### config.mk
export PLATFORM = sky130hd
export DESIGN_NAME = uart_frame_parser
export DESIGN_NICKNAME = d
export VERILOG_FILES = /design/src/rtl/uart_frame_parser.sv
export SDC_FILE = /design/constraint.sdc
export NUM_CORES = 1
export LEC_CHECK = 0
export ABC_AREA = 1
export BUFFER_PORTS_ARGS = -buffer_cell sky130_fd_sc_hd__buf_4
export CAP_MARGIN = 10
export CORE_MARGIN = 1
export CORE_UTILIZATION = 44
export DETAILED_ROUTE_END_ITERATION = 12
export SLEW_MARGIN = 5
export SYNTH_ARGS = -nofsm -noshare
export SYNTH_HDL_FRONTEND = slang
export SYNTH_SLANG_ARGS = --single-unit
### constraint.sdc
create_clock -name i_sys_clk -period 3.1 [get_ports i_sys_clk]
set_input_delay 0.31 -clock i_sys_clk [delete_from_list [all_inputs] [get_ports i_sys_clk]]
set_output_delay 0.31 -clock i_sys_clk [all_outputs]
set_load 0.005 [all_outputs]
### src/rtl/uart_frame_parser.sv
// ============================================================================
// Module : uart_frame_parser
// Brief  : Parses 55 AA LEN CMD PAYLOAD CHK frames from a UART byte stream and
//          holds each good frame until the consumer acknowledges it.
// Rev    : 1.0 - initial release
// ============================================================================
`default_nettype none

module uart_frame_parser #(
  parameter int CLK_FRE    = 50,
  parameter int TIMEOUT_US = 1000,
  parameter int MAX_LEN    = 16
) (
  input  logic       i_sys_clk,
  input  logic       i_rst,
  input  logic       i_recv_en,
  input  logic [7:0] i_recv_data,
  output logic       o_frame_valid,
  input  logic       i_frame_ack,
  output logic [7:0] o_cmd,
  output logic [7:0] o_len,
  input  logic [7:0] i_rd_addr,
  output logic [7:0] o_rd_data,
  output logic       o_err,
  output logic [1:0] o_err_code,
  output logic       o_overrun
);

  localparam int          AW        = (MAX_LEN > 1) ? $clog2(MAX_LEN) : 1;
  localparam logic [7:0]  MAX_LEN_B = 8'(MAX_LEN);
  localparam logic [31:0] TO_LAST   = 32'(TIMEOUT_US * CLK_FRE - 1);

  localparam logic [1:0] ERR_CHK = 2'b01;
  localparam logic [1:0] ERR_LEN = 2'b10;
  localparam logic [1:0] ERR_TMO = 2'b11;

  typedef enum logic [2:0] {
    IDLE    = 3'd0,
    HDR2    = 3'd1,
    LEN     = 3'd2,
    CMD     = 3'd3,
    PAYLOAD = 3'd4,
    CHK     = 3'd5,
    HOLD    = 3'd6
  } state_t;

  state_t      state_q, state_d;
  logic        en_q;
  logic [7:0]  cnt_q, cnt_d;
  logic [7:0]  sum_q, sum_d;
  logic [7:0]  cmd_q, cmd_d;
  logic [7:0]  len_q, len_d;
  logic [31:0] tmo_q, tmo_d;
  logic        err_q, err_d;
  logic [1:0]  code_q, code_d;
  logic        ovr_q, ovr_d;
  logic [7:0]  rd_q;
  logic        wr_en;
  logic        accept;
  logic        in_frame;

  logic [7:0] mem [MAX_LEN];

  assign accept   = i_recv_en & ~en_q;
  assign in_frame = (state_q != IDLE) && (state_q != HOLD);

  always_comb begin
    state_d = state_q;
    cnt_d   = cnt_q;
    sum_d   = sum_q;
    cmd_d   = cmd_q;
    len_d   = len_q;
    tmo_d   = tmo_q + 32'd1;
    err_d   = 1'b0;
    code_d  = code_q;
    ovr_d   = 1'b0;
    wr_en   = 1'b0;

    case (state_q)
      IDLE: begin
        tmo_d = '0;
        if (accept && i_recv_data == 8'h55) state_d = HDR2;
      end
      HDR2: begin
        if (accept) begin
          if (i_recv_data == 8'hAA)      state_d = LEN;
          else if (i_recv_data != 8'h55) state_d = IDLE;
        end
      end
      LEN: begin
        if (accept) begin
          if (i_recv_data == 8'd0 || i_recv_data > MAX_LEN_B) begin
            err_d   = 1'b1;
            code_d  = ERR_LEN;
            state_d = IDLE;
          end else begin
            len_d   = i_recv_data;
            sum_d   = i_recv_data;
            state_d = CMD;
          end
        end
      end
      CMD: begin
        if (accept) begin
          cmd_d   = i_recv_data;
          sum_d   = sum_q + i_recv_data;
          cnt_d   = '0;
          state_d = PAYLOAD;
        end
      end
      PAYLOAD: begin
        if (accept) begin
          wr_en = 1'b1;
          sum_d = sum_q + i_recv_data;
          cnt_d = cnt_q + 8'd1;
          if (cnt_q == len_q - 8'd1) state_d = CHK;
        end
      end
      CHK: begin
        if (accept) begin
          if (i_recv_data == sum_q) begin
            state_d = HOLD;
          end else begin
            err_d   = 1'b1;
            code_d  = ERR_CHK;
            state_d = IDLE;
          end
        end
      end
      HOLD: begin
        tmo_d = '0;
        // A byte arriving while held is dropped even if the ack lands with it.
        if (accept)      ovr_d   = 1'b1;
        if (i_frame_ack) state_d = IDLE;
      end
      default: state_d = IDLE;
    endcase

    if (accept) tmo_d = '0;

    if (in_frame && !accept && tmo_q == TO_LAST) begin
      err_d   = 1'b1;
      code_d  = ERR_TMO;
      state_d = IDLE;
      tmo_d   = '0;
    end
  end

  always_ff @(posedge i_sys_clk or posedge i_rst) begin
    if (i_rst) begin
      state_q <= IDLE;
      en_q    <= 1'b0;
      cnt_q   <= '0;
      sum_q   <= '0;
      cmd_q   <= '0;
      len_q   <= '0;
      tmo_q   <= '0;
      err_q   <= 1'b0;
      code_q  <= '0;
      ovr_q   <= 1'b0;
      rd_q    <= '0;
    end else begin
      state_q <= state_d;
      en_q    <= i_recv_en;
      cnt_q   <= cnt_d;
      sum_q   <= sum_d;
      cmd_q   <= cmd_d;
      len_q   <= len_d;
      tmo_q   <= tmo_d;
      err_q   <= err_d;
      code_q  <= code_d;
      ovr_q   <= ovr_d;
      rd_q    <= (i_rd_addr < MAX_LEN_B) ? mem[i_rd_addr[AW-1:0]] : 8'h00;
    end
  end

  // Payload storage is deliberately left out of reset.
  always_ff @(posedge i_sys_clk) begin
    if (wr_en) mem[cnt_q[AW-1:0]] <= i_recv_data;
  end

  assign o_frame_valid = (state_q == HOLD);
  assign o_cmd         = cmd_q;
  assign o_len         = len_q;
  assign o_rd_data     = rd_q;
  assign o_err         = err_q;
  assign o_err_code    = code_q;
  assign o_overrun     = ovr_q;

endmodule

`default_nettype wire

==> flow_summary_export.csv <==
group,metric,value,unit
run_status,status,"complete, no violations",
worst_hold_path,min_path_type,"in2reg",
logic_synthesis,ys_seq_area_share,60.5,%
layout,seqCellArea,0.00585,mm^2
detailed_routing,routed_wl,23.1,mm
setup_path,crit_chain,"nor2_1, inv_1, nor2_2, nand2_2, inv_2, nand2_1, nor2_1",
detailed_routing,drt-initial-drc-count,506,
power,ir_drop,0.429,mV
detailed_routing,via_per_inst,5.41,
clock_network,cts_tree,"yes",
die,die_w,150,um
logic_synthesis,synth_ff_type,"edfxtp_1",
logic_synthesis,synth_nets,1009,
job,cap_viol_max_count,0,
detailed_routing,drcViolationCount,0,
sta,report.final.slew_viol_count,0,
grt,grt_use_total,21.5,%
worst_hold_path,hold_path_depth,3,
clock_network,cts-root-buf,"clkbuf_16",
die,die_area,0.0225,mm^2
die,floorplan.initialDensity,45.4,%
grt,antenna_found_initial,0,
setup_path,required,3.25,ns
logic_synthesis,async_flop_share,38.5,%
sta,skew,0.0136,ns
sta,tightest_slew,0.842,ns
logic_synthesis,yosysTopAreaCellShare,39.8,%
logic_synthesis,synth_cell_type_count,41,
sta,fmax,0.436,GHz
grt,grt_pass1_vias,6983,
die,row_count,53,
layout,n_antenna_cell,0,
place,port-buffer-count,48,
sta,finalSetupViolations,0,
layout,fillers,1927,
setup_path,r2r_cells,7,
setup_path,path_common_cell,"nor2_1",
sta,rsz0062_at_grt,"false",
logic_synthesis,ys_ff_latch,208,
power,leakagePower,4.41,nW
grt,overflow,0,
clock_network,clk_latency,0.52,ns
place,gp_congestion,0.890,
logic_synthesis,yosysWarnings,0,
grt,grt_max_degree,65,
clock_network,cts-htree-levels,1,
layout,area_growth,14.4,%
place,hpwl,15.5,mm
sta,report.final.hold_viol_count,0,
clock_network,clk_pin_slew,0.06,ns
detailed_routing,dr.pass1.iters,5,
die,io_pins,49,
sta,finalCriticalPeriod,2.29,ns
grt,grt_pass1_wl,37.1,mm
setup_path,cpPeakStageDelay,0.65,ns
layout,drive_gt1_share,11.3,%
sta,finalSetupTns,0,ns
detailed_routing,detail-route-antenna-nets,0,
power,p_per_area,565,mW/mm^2
sta,whs,0.165,ns
layout,fin_nets,1058,
setup_path,slowest_stage,"nor2_1",
logic_synthesis,yosysTopAreaCell,"edfxtp_1",
die,die_y,150,um
setup_path,path_max_fanout,8,
setup_path,end_kind,"flip-flop",
clock_network,cts.sinks,208,
detailed_routing,num_vias,7119,
sta,period_share,73.9,%
clock_network,cts_buffers,23,
setup_path,arrival,2.44,ns
clock_network,post_cts_buffers,0,
detailed_routing,wire_per_inst,17.6,um
logic_synthesis,netlist_area,0.00966,mm^2
clock_network,cts.path.max_buffers,3,
layout,multi_input_comb_area,0.00330,mm^2
die,core-area,0.0213,mm^2
logic_synthesis,syn_inst,975,
logic_synthesis,synth_area_leaders,"edfxtp_1 40%, dfrtp_1 21%, nor2_1 6.0%",
setup_path,crit_type,"reg2reg",
setup_path,startpoint_type,"flip-flop",
logic_synthesis,avgSynthCellArea,9.90,um^2
clock_network,cts_resized,0,
sta,slew_headroom,43.8,%
logic_synthesis,synth-edff-count,128,
-- cell usage in the layout, fill, tap and decap left out, types with 9 or more instances in the layout --
cell	count
nor2_1	154
nand2_1	136
edfxtp_1	128
o21ai_0	92
inv_1	87
dfrtp_1	80
nand3_1	59
buf_4	53
nor3_1	33
a21oi_1	27
o221ai_1	24
clkbuf_16	23
xor2_1	18
nand4_1	14
ha_1	13
o211ai_1	12
nor4_1	9
-- cell usage after synthesis (2+ instances only) --
cell type,n
xor2_1,18
o211ai_1,12
nor3_1,33
buf_6,2
nand2_1,136
edfxtp_1,128
inv_2,7
nor3_4,2
inv_1,88
nor4_1,9
o21ai_0,92
dfrtp_1,80
a21oi_1,27
xnor2_1,7
or2_2,4
nand3_1,59
o221ai_1,24
nand2_2,7
nor2_1,154
clkbuf_1,25
o21ai_1,2
o22ai_1,8
nand4_1,14
nor2_4,2
ha_1,13
nor2_2,5
buf_1,3
-- where the power goes --
| group | internal (mW) | leakage [nW] | switching [mW] | total [mW] |
|---|---|---|---|---|
| Clock | 1.66 | 0.371 | 1.08 | 2.74 |
| Combinational | 0.145 | 1.82 | 0.341 | 0.486 |
| Sequential | 2.98 | 2.22 | 0.0343 | 3.02 |
| Total | 4.78 | 4.41 | 1.46 | 6.24 |
-- worst max-delay path, delay by kind of cell, from the launching register on --
family / cells / cell delay (ns)
flops: 1 / 0.43
buf+inv: 2 / 0.22
simple gates: 5 / 1.25
-- path summary, 6_finish.rpt --
check	startpoint	endpoint	slack, ns
max in group asynchronous	i_rst	tmo_q[13]	1.97
min	i_rd_addr[3]	o_rd_data[2]	0.16
min reg2reg	o_cmd[6]	o_cmd[6]	0.49
max reg2reg	state_q[0]	mem[8][5]	0.81
min in group asynchronous	i_rst	o_len[4]	0.45
max	state_q[0]	mem[8][5]	0.81
-- cells by family (layout without fill, tap and decap cells) --
family / Yosys count / in the layout / synth area share (%)
buffers and inverters: 128 / 194 / 5.31
muxes: 2 / 2 / 0.220
DFF: 208 / 208 / 60.5
and+or+nand+nor: 429 / 429 / 19.5
adders and majority gates: 14 / 14 / 1.89
xor gates and xnor gates: 25 / 25 / 2.27
AOI/OAI and AO/OA: 169 / 169 / 10.3
-- final cells by class --
class                      count  area share, %
sequential                   208           52.9
multi-input combinational    639           29.8
clock buffer                  32           5.61
timing repair buffer          56           3.96
inverter                      96           3.27
tap                          275           3.11
clock inverter                10           1.28
-- sequential cells by signal, indices dropped and copies added (netlist names) --
register and flops:
cnt_q 8, en_q 1, mem 128, o_cmd 8, o_err 1, o_err_code 2
o_len 8, o_overrun 1, o_rd_data 8, state_q 3, sum_q 8, tmo_q 32
-- per-stage QoR --
stage | area (um^2) | setup WS [ns] | util [%] | total power, mW | cells
6_report | 11000 | 0.808 | 51.9 | 6.24 | 1316
5_1_grt | 11000 | 0.601 | 51.9 | 6.47 | 1316
4_1_cts | 11000 | 0.798 | 51.9 | 6.31 | 1316
3_5_place_dp | 10300 | 0.808 | 48.2 | 3.56 | 1272
3_3_place_gp | 10300 | 0.871 | 48.2 | 3.55 | 1272
2_1_floorplan | 9660 | 0.738 | - | 3.39 | 975
-- routing by layer --
layer  vias to the layer above  GRT usage (%)  part of all wire [%]
met5                         -              0                     0
met4                         0           6.62                   2.3
met3                        46           2.64                   5.2
met2                       205           35.1                    46
met1                      3393           30.0                    46
li1                       3475              -                     -
-- repair_timing --
action | CTS | global route
hold buffers | 2 | 0
setup endpoints to repair | 0 | 0
hold endpoints to repair | 38 | 0
Power figures use the tool's default switching activity.
